## src/rtl/uart_tx_arbiter.sv

```systemverilog
// Round-robin arbiter sharing one uart_transmitter among four byte requesters.
// Define UART_ARB_TIMEOUT_EN to abort a frame whose Tx_BUSY never rises.
module uart_tx_arbiter #(
  parameter int TIMEOUT_CYCLES = 16
) (
  input  logic        clk,
  input  logic        reset,
  input  logic        arb_en,
  input  logic [3:0]  req,
  input  logic [31:0] req_data,
  output logic [3:0]  ack,
  output logic [3:0]  grant,
  input  logic        Tx_BUSY,
  output logic [7:0]  Tx_DATA,
  output logic        Tx_WR,
  output logic        arb_busy,
  output logic        tx_err
);

  typedef enum logic [1:0] {
    IDLE,
    WRITE,
    WAIT_HI,
    WAIT_LO
  } state_t;

  state_t      state, state_n;
  logic [3:0]  grant_n, ack_n;
  logic [7:0]  data_n;
  logic        wr_n, err_n;
  logic [1:0]  last, last_n;
  logic [1:0]  win, idx;
  logic        found;

`ifdef UART_ARB_TIMEOUT_EN
  localparam int CW = $clog2(TIMEOUT_CYCLES + 1);
  logic [CW-1:0] cnt, cnt_n;
`endif

  // Search starts one past the last winner and wraps mod 4.
  always_comb begin
    win   = '0;
    idx   = '0;
    found = 1'b0;
    for (int k = 1; k <= 4; k++) begin
      idx = last + 2'(k);
      if (!found && req[idx]) begin
        found = 1'b1;
        win   = idx;
      end
    end
  end

  always_comb begin
    state_n = state;
    grant_n = grant;
    ack_n   = '0;
    wr_n    = 1'b0;
    data_n  = Tx_DATA;
    last_n  = last;
    err_n   = 1'b0;
`ifdef UART_ARB_TIMEOUT_EN
    cnt_n   = cnt;
`endif
    unique case (state)
      IDLE: begin
        if (arb_en && |req && !Tx_BUSY) begin
          state_n = WRITE;
          grant_n = 4'b0001 << win;
          ack_n   = 4'b0001 << win;
          wr_n    = 1'b1;
          data_n  = req_data[8*win +: 8];
          last_n  = win;
        end
      end
      WRITE: begin
        state_n = WAIT_HI;
`ifdef UART_ARB_TIMEOUT_EN
        cnt_n   = '0;
`endif
      end
      WAIT_HI: begin
        if (Tx_BUSY) begin
          state_n = WAIT_LO;
        end
`ifdef UART_ARB_TIMEOUT_EN
        else if (cnt == CW'(TIMEOUT_CYCLES - 1)) begin
          state_n = IDLE;
          grant_n = '0;
          err_n   = 1'b1;
        end else begin
          cnt_n = cnt + 1'b1;
        end
`endif
      end
      WAIT_LO: begin
        if (!Tx_BUSY) begin
          state_n = IDLE;
          grant_n = '0;
        end
      end
      default: state_n = IDLE;
    endcase
  end

  always_ff @(posedge clk) begin
    if (reset) begin
      state    <= IDLE;
      grant    <= '0;
      ack      <= '0;
      Tx_WR    <= 1'b0;
      Tx_DATA  <= 8'h00;
      last     <= 2'd3;
      arb_busy <= 1'b0;
      tx_err   <= 1'b0;
`ifdef UART_ARB_TIMEOUT_EN
      cnt      <= '0;
`endif
    end else begin
      state    <= state_n;
      grant    <= grant_n;
      ack      <= ack_n;
      Tx_WR    <= wr_n;
      Tx_DATA  <= data_n;
      last     <= last_n;
      arb_busy <= (state_n != IDLE);
      tx_err   <= err_n;
`ifdef UART_ARB_TIMEOUT_EN
      cnt      <= cnt_n;
`endif
    end
  end

endmodule

```

## config.mk

```make
export PLATFORM = sky130hd
export DESIGN_NAME = uart_tx_arbiter
export DESIGN_NICKNAME = d
export VERILOG_FILES = /design/src/rtl/uart_tx_arbiter.sv
export SDC_FILE = /design/constraint.sdc
export NUM_CORES = 1
export LEC_CHECK = 0
export CAP_MARGIN = 10
export CORE_MARGIN = 2
export CORE_UTILIZATION = 39
export DETAILED_ROUTE_END_ITERATION = 7
export GPL_TIMING_DRIVEN = 0
export PLACE_DENSITY = 0.79
export SYNTH_ARGS = -nofsm -noshare
export SYNTH_HDL_FRONTEND = slang
export SYNTH_SLANG_ARGS = --single-unit
```

## constraint.sdc

```tcl
create_clock -name clk -period 1.85 [get_ports clk]
set_input_delay 0.37 -clock clk [delete_from_list [all_inputs] [get_ports clk]]
set_output_delay 0.37 -clock clk [all_outputs]
set_load 0.03 [all_outputs]
```

# ---- Word level (Yosys, flattened, before mapping)
# Index checks and enable logic that the tools add are counted.
dict set report op_classes {
  order_cmp 4
  addsub 3
  bitwise_logic 2
  eq_ne 5
  reduce_logical 17
  n_mux 23
  n_shift 2
}
# operator n
set op_table {}
lappend op_table {{$shiftx A32 B6 Y8} 1}
lappend op_table {{$mux W2} 7}
lappend op_table {{$lt A2 B3 Y1 const B} 4}
lappend op_table {{$bmux W1 S2} 4}
lappend op_table {{$mux W1} 8}
lappend op_table {{$mux W4} 2}
lappend op_table {{$pmux W2 S4} 1}
lappend op_table {{$pmux W4 S2} 1}
lappend op_table {{$logic_and A1 B1 Y1} 5}
lappend op_table {{$add A2 B2 Y2 const B} 2}
lappend op_table {{$eq A2 B2 Y1 const B} 2}
lappend op_table {{$logic_not A1 Y1} 4}
lappend op_table {{$ne A2 B2 Y1 const B} 2}
lappend op_table {{$reduce_bool A2 Y1} 2}
lappend op_table {{$reduce_or A4 Y1} 1}
lappend op_table {{$shl A1 B2 Y4 const A} 1}
lappend op_table {{$reduce_and A3 Y1} 1}
lappend op_table {{$reduce_or A3 Y1} 1}
lappend op_table {{$add A2 B1 Y2 const B} 1}
lappend op_table {{$eq A2 B1 Y1 const B} 1}
lappend op_table {{$logic_not A2 Y1} 1}
lappend op_table {{$not A1 Y1} 2}
lappend op_table {{$reduce_and A2 Y1} 1}
lappend op_table {{$reduce_or A2 Y1} 1}
dict set report word_totals {
  register_bits 22
  input_bits 40
  word_cells 63
}

# ---- Logic depth before layout (Yosys ltp)
dict set report logic_depth {
  depth_word 16
  mapped_depth 7
  mapped_depth_nobuf 5
}

# ---- Worst setup path before layout
# No wires, ideal clock.
dict set report synth_path {
  kind {input to register}
  startpoint {input req[3]}
  endpoint {register Tx_DATA[2]}
  arrival_ns 1.542
  path_stages 4
  path_buffers 0
  setup_slack_ns 0.205
  setup_ns 0.103
  path_cell_list {or2_1 > o31ai_2 > nor2_2 > a2111oi_2}
}
dict set report synth_between {
  elab_chain_cells 13
  elab_cells_between_ends 26
  cone_classes {shift: 1; mux: 15; reduce/logical: 10}
}
# item line_no
set synth_lines {}
lappend synth_lines {{start, declared} 9} ;# input logic [3:0] req,
lappend synth_lines {{$bmux W1 S2} 47} ;# if (!found && req[idx]) begin
lappend synth_lines {{$mux W1 (not written as such)} 47}
lappend synth_lines {{$mux W1} 47}
lappend synth_lines {{$logic_not A1 Y1} 47}
lappend synth_lines {{$logic_and A1 B1 Y1} 47}
lappend synth_lines {{$mux W1} 47}
lappend synth_lines {{$logic_not A1 Y1} 47}
lappend synth_lines {{$logic_and A1 B1 Y1} 47}
lappend synth_lines {{$mux W1} 47}
lappend synth_lines {{$logic_not A1 Y1} 47}
lappend synth_lines {{$logic_and A1 B1 Y1} 47}
lappend synth_lines {{$mux W2} 47}
lappend synth_lines {{$shiftx A32 B6 Y8} 72} ;# data_n = req_data[8*win +: 8];
lappend synth_lines {{end signal, assigned} 124} ;# Tx_DATA <= data_n;
lappend synth_lines {{end, declared} 14} ;# output logic [7:0] Tx_DATA,
# Several ways; a longest one is shown, not always the timed one. The select of a mux whose other input is x is not followed.
# A chain may end at the register's enable or synchronous reset.

# ---- Final worst setup path
dict set report layout_path {
  startpoint {register Tx_DATA[5]}
  endpoint {output Tx_DATA[5]}
}
# No word-level cell between the ends.

==> flow_metrics.env <==
export IMPL_grt_start_max_net_pins=13
export IMPL_gp_congestion=0.7859
export IMPL_rows=19
export IMPL_yosysTopAreaCellShare_pct=38.60
export IMPL_syn_avg_cell_area_um2=9.589
export IMPL_ys_seq_elements=22
export IMPL_port_buffers=57
export IMPL_place_area_mm2=0.001750
export IMPL_switching_power_mw=0.3725
export IMPL_dpl_hpwl_um=2562
export IMPL_slew_viol_final=0
export IMPL_detail_route_antenna_nets=0
export IMPL_maxCapViolCount=0
export IMPL_fp_coreArea_mm2=0.002758
export IMPL_path_buf_inv=1
export IMPL_cts_root_buf="clkbuf_4"
export IMPL_synth_xor_area_share_pct=0
export IMPL_cts_hold_buf=0
export IMPL_path_class="flop to output pin"
export IMPL_post_route_period_util_pct=94.18
export IMPL_track_usage_pct=20.43
export IMPL_grt_pass1_wl_um=5306
export IMPL_synthArstFlopShare_pct=0
export IMPL_avgRoutedWirePerCell_um=16.02
export IMPL_stdcell_count=218
export IMPL_fin_area_mm2=0.001932
export IMPL_status="finished, final reports clean"
export IMPL_cts_buffers=3
export IMPL_clock_fmax_ghz=0.5740
export IMPL_worstSetupEndpointType="output pin"
export IMPL_final_nets=228
export IMPL_cpPeakStageDelay_ns=0.68
export IMPL_dpl_cell_count=207
export IMPL_sw_frac_of_total_pct=30.58
export IMPL_synth_top_family_by_area="compound AO/OA/AOI/OAI gates"
export IMPL_startpoint_type="flop"
export IMPL_finalSetupViolations=0
export IMPL_powerDensity_mw_per_mm2=630.5
export IMPL_cp_data_arrival_time_ns=1.37
export IMPL_tightest_slew_ns=0.5156
export IMPL_power_frac_seq_pct=43.1
export IMPL_hold_path_class="flop to flop"
export IMPL_synth_compound_area_share_pct=31.80
export IMPL_die_area_mm2=0.003374
export IMPL_ys_top_cells_by_area="dfxtp_1 39%, a211oi_1 9.9%, mux2i_1 7.0%"
export IMPL_tritoncts="built"
export IMPL_synth_commonest_cells="22 x dfxtp_1, 15 x a211oi_1, 9 x inv_1, 9 x nor2_1"
export IMPL_ir_worst_vdd_v=0.0005484
export IMPL_drtIter0Drc=26
export IMPL_area_growth_pct=69.30
export IMPL_antenna_found_initial=0
export IMPL_ios=59
export IMPL_synth_edf_count=0
export IMPL_drtPass1Iterations=4
export IMPL_maxSlewHeadroom_pct=65.63
export IMPL_pre_cts_ws_ns=-0.5448
export IMPL_skew_ns=0.006922
export IMPL_clock_latency_ns=0.30
export IMPL_synth_ff_type="dfxtp_1"
export IMPL_synth_adder_area_share_pct=0
export IMPL_synthCells=119
export IMPL_initial_core_util_pct=41.38
export IMPL_crit_required_ns=1.48
export IMPL_synth_mux_area_share_pct=7.018
export IMPL_intPower_mw=0.8455
export IMPL_path_clk_slew_ns=0.13
export IMPL_vias=1182
export IMPL_rsz0062_at_grt="no"
export IMPL_clock_sinks=22
export IMPL_combPwrFrac_pct=35.2
export IMPL_fp_dieW_um=58.09
export IMPL_yosysSeqAreaShare_pct=38.60
export IMPL_rrSetupSlack_ns=0.17
export IMPL_vias_per_cell=5.422
export IMPL_n_antenna_cell=0
export IMPL_cp_max_fo=2
export IMPL_tns_ns=0
export IMPL_ys_warn_count=0
export IMPL_fillCellCount=229
export IMPL_drive_gt1_share_pct=19.79
export IMPL_route_detailed_drc=0
export IMPL_wirelength_um=3493
export IMPL_cpLargestDelayFamily="buffers and inverters"
export IMPL_grt_overflow=0
export IMPL_cp_cell_sequence="clkdlybuf4s50_1"
export IMPL_yosysTopAreaCell="dfxtp_1"
export IMPL_p_leak_nw=0.8272
export IMPL_post_synth_and_or_nand_nor_area_fraction_pct=14.47
export IMPL_htreeDepth=1
export IMPL_synth_cell_area_mm2=0.001141
export IMPL_clockBufferDepth=2
export IMPL_cp_slowest_cell="clkdlybuf4s50_1"
export IMPL_synth_distinct_cells=36
export IMPL_clkPwrFrac_pct=21.7
export IMPL_finalCriticalPeriod_ns=1.742
export IMPL_synth_most_common_cell="dfxtp_1"
export IMPL_syn_num_nets=159
export IMPL_setup_ws_ns=0.1077
export IMPL_grt_pass1_vias=1150
export IMPL_hold_viol_final=0
export IMPL_die_height_um=58.09
-- what timing repair did --
item	4_1_cts	5_1_grt
buffers inserted	2	5
gates resized for setup	7	15
pin swaps	2	3
endpoints found under the setup margin	13	13
-- path summary, 6_finish.rpt --
path / from / end / cells past startpoint
hold / removal: grant[1]$_SDFFE_PP0P_ / grant[1]$_SDFFE_PP0P_ / 1
setup reg to reg: last[0]$_SDFFE_PP1P_ / Tx_DATA[4]$_SDFFE_PP0P_ / 7
hold reg to reg: grant[1]$_SDFFE_PP0P_ / grant[1]$_SDFFE_PP0P_ / 1
setup / recovery: Tx_DATA[5]$_SDFFE_PP0P_ / Tx_DATA[5] / 1
-- final cells by class --
| type | instances | area [µm²] | share of cell area, % |
|---|---|---|---|
| clock buffers | 4 | 36.28 | 1.878 |
| inverters | 9 | 33.78 | 1.749 |
| flip-flops and latches | 22 | 440.4 | 22.80 |
| repair buffers | 64 | 628.1 | 32.51 |
| multi-input cells | 82 | 696.9 | 36.08 |
| plain buffers | 6 | 57.56 | 2.979 |
| well taps | 31 | 38.79 | 2.008 |
-- per-layer routing --
| metal | part of all wire [%] | up-vias | GRT usage [%] |
|---|---|---|---|
| li1 | - | 574 | - |
| met5 | 0 | - | 0 |
| met1 | 42 | 565 | 24.38 |
| met3 | 3.6 | 6 | 0.8929 |
| met4 | 1.8 | 0 | 7.641 |
| met2 | 53 | 37 | 38.31 |
-- stage by stage --
step | hold WS, ns | power (mW) | util (%)
floorplan | 0.4453 | 0.7463 | -
global placement | 0.4336 | 0.9091 | 63.48
detailed placement | 0.4405 | 0.9201 | 63.48
CTS | 0.4698 | 1.187 | 66.38
global route | 0.4988 | 1.262 | 70.05
finish | 0.4656 | 1.218 | 70.05
-- sequential cells by signal, summed over array words and instances, names as in the netlist --
register	cells
arb_busy	1
Tx_WR	1
last	2
grant	4
state	2
ack	4
Tx_DATA	8
-- power groups by stage --
| stage | clock network [mW] | registers [mW] | logic (mW) |
|---|---|---|---|
| global route | 0.278 | 0.529 | 0.454 |
| floorplan | 0 | 0.579 | 0.168 |
| detailed placement | 0 | 0.534 | 0.386 |
| finish | 0.264 | 0.525 | 0.428 |
| global placement | 0 | 0.531 | 0.378 |
| CTS | 0.264 | 0.524 | 0.399 |
-- cells in the final DEF (no fill, tap or decap), types with 2 or more instances in the layout --
cell	count
dlygate4sd2_1	2
o21ai_4	3
nand2_1	4
mux2i_1	8
dlymetal6s2s_1	3
dfxtp_1	22
o21bai_1	8
a211oi_1	12
a31oi_1	8
clkbuf_4	4
clkdlybuf4s50_1	52
a21oi_1	2
nor2_2	4
and3_1	2
a211oi_2	3
nor2b_4	2
buf_4	9
a21o_1	3
nor2_1	7
inv_1	9
-- cell families after synthesis --
logic type,after synthesis
buffers and inverters,15
flip-flops,22
other,1
multiplexers,8
AO/OA/AOI/OAI,46
AND/OR/NAND/NOR,27
Note: power is estimated with default switching activity, not from simulation.
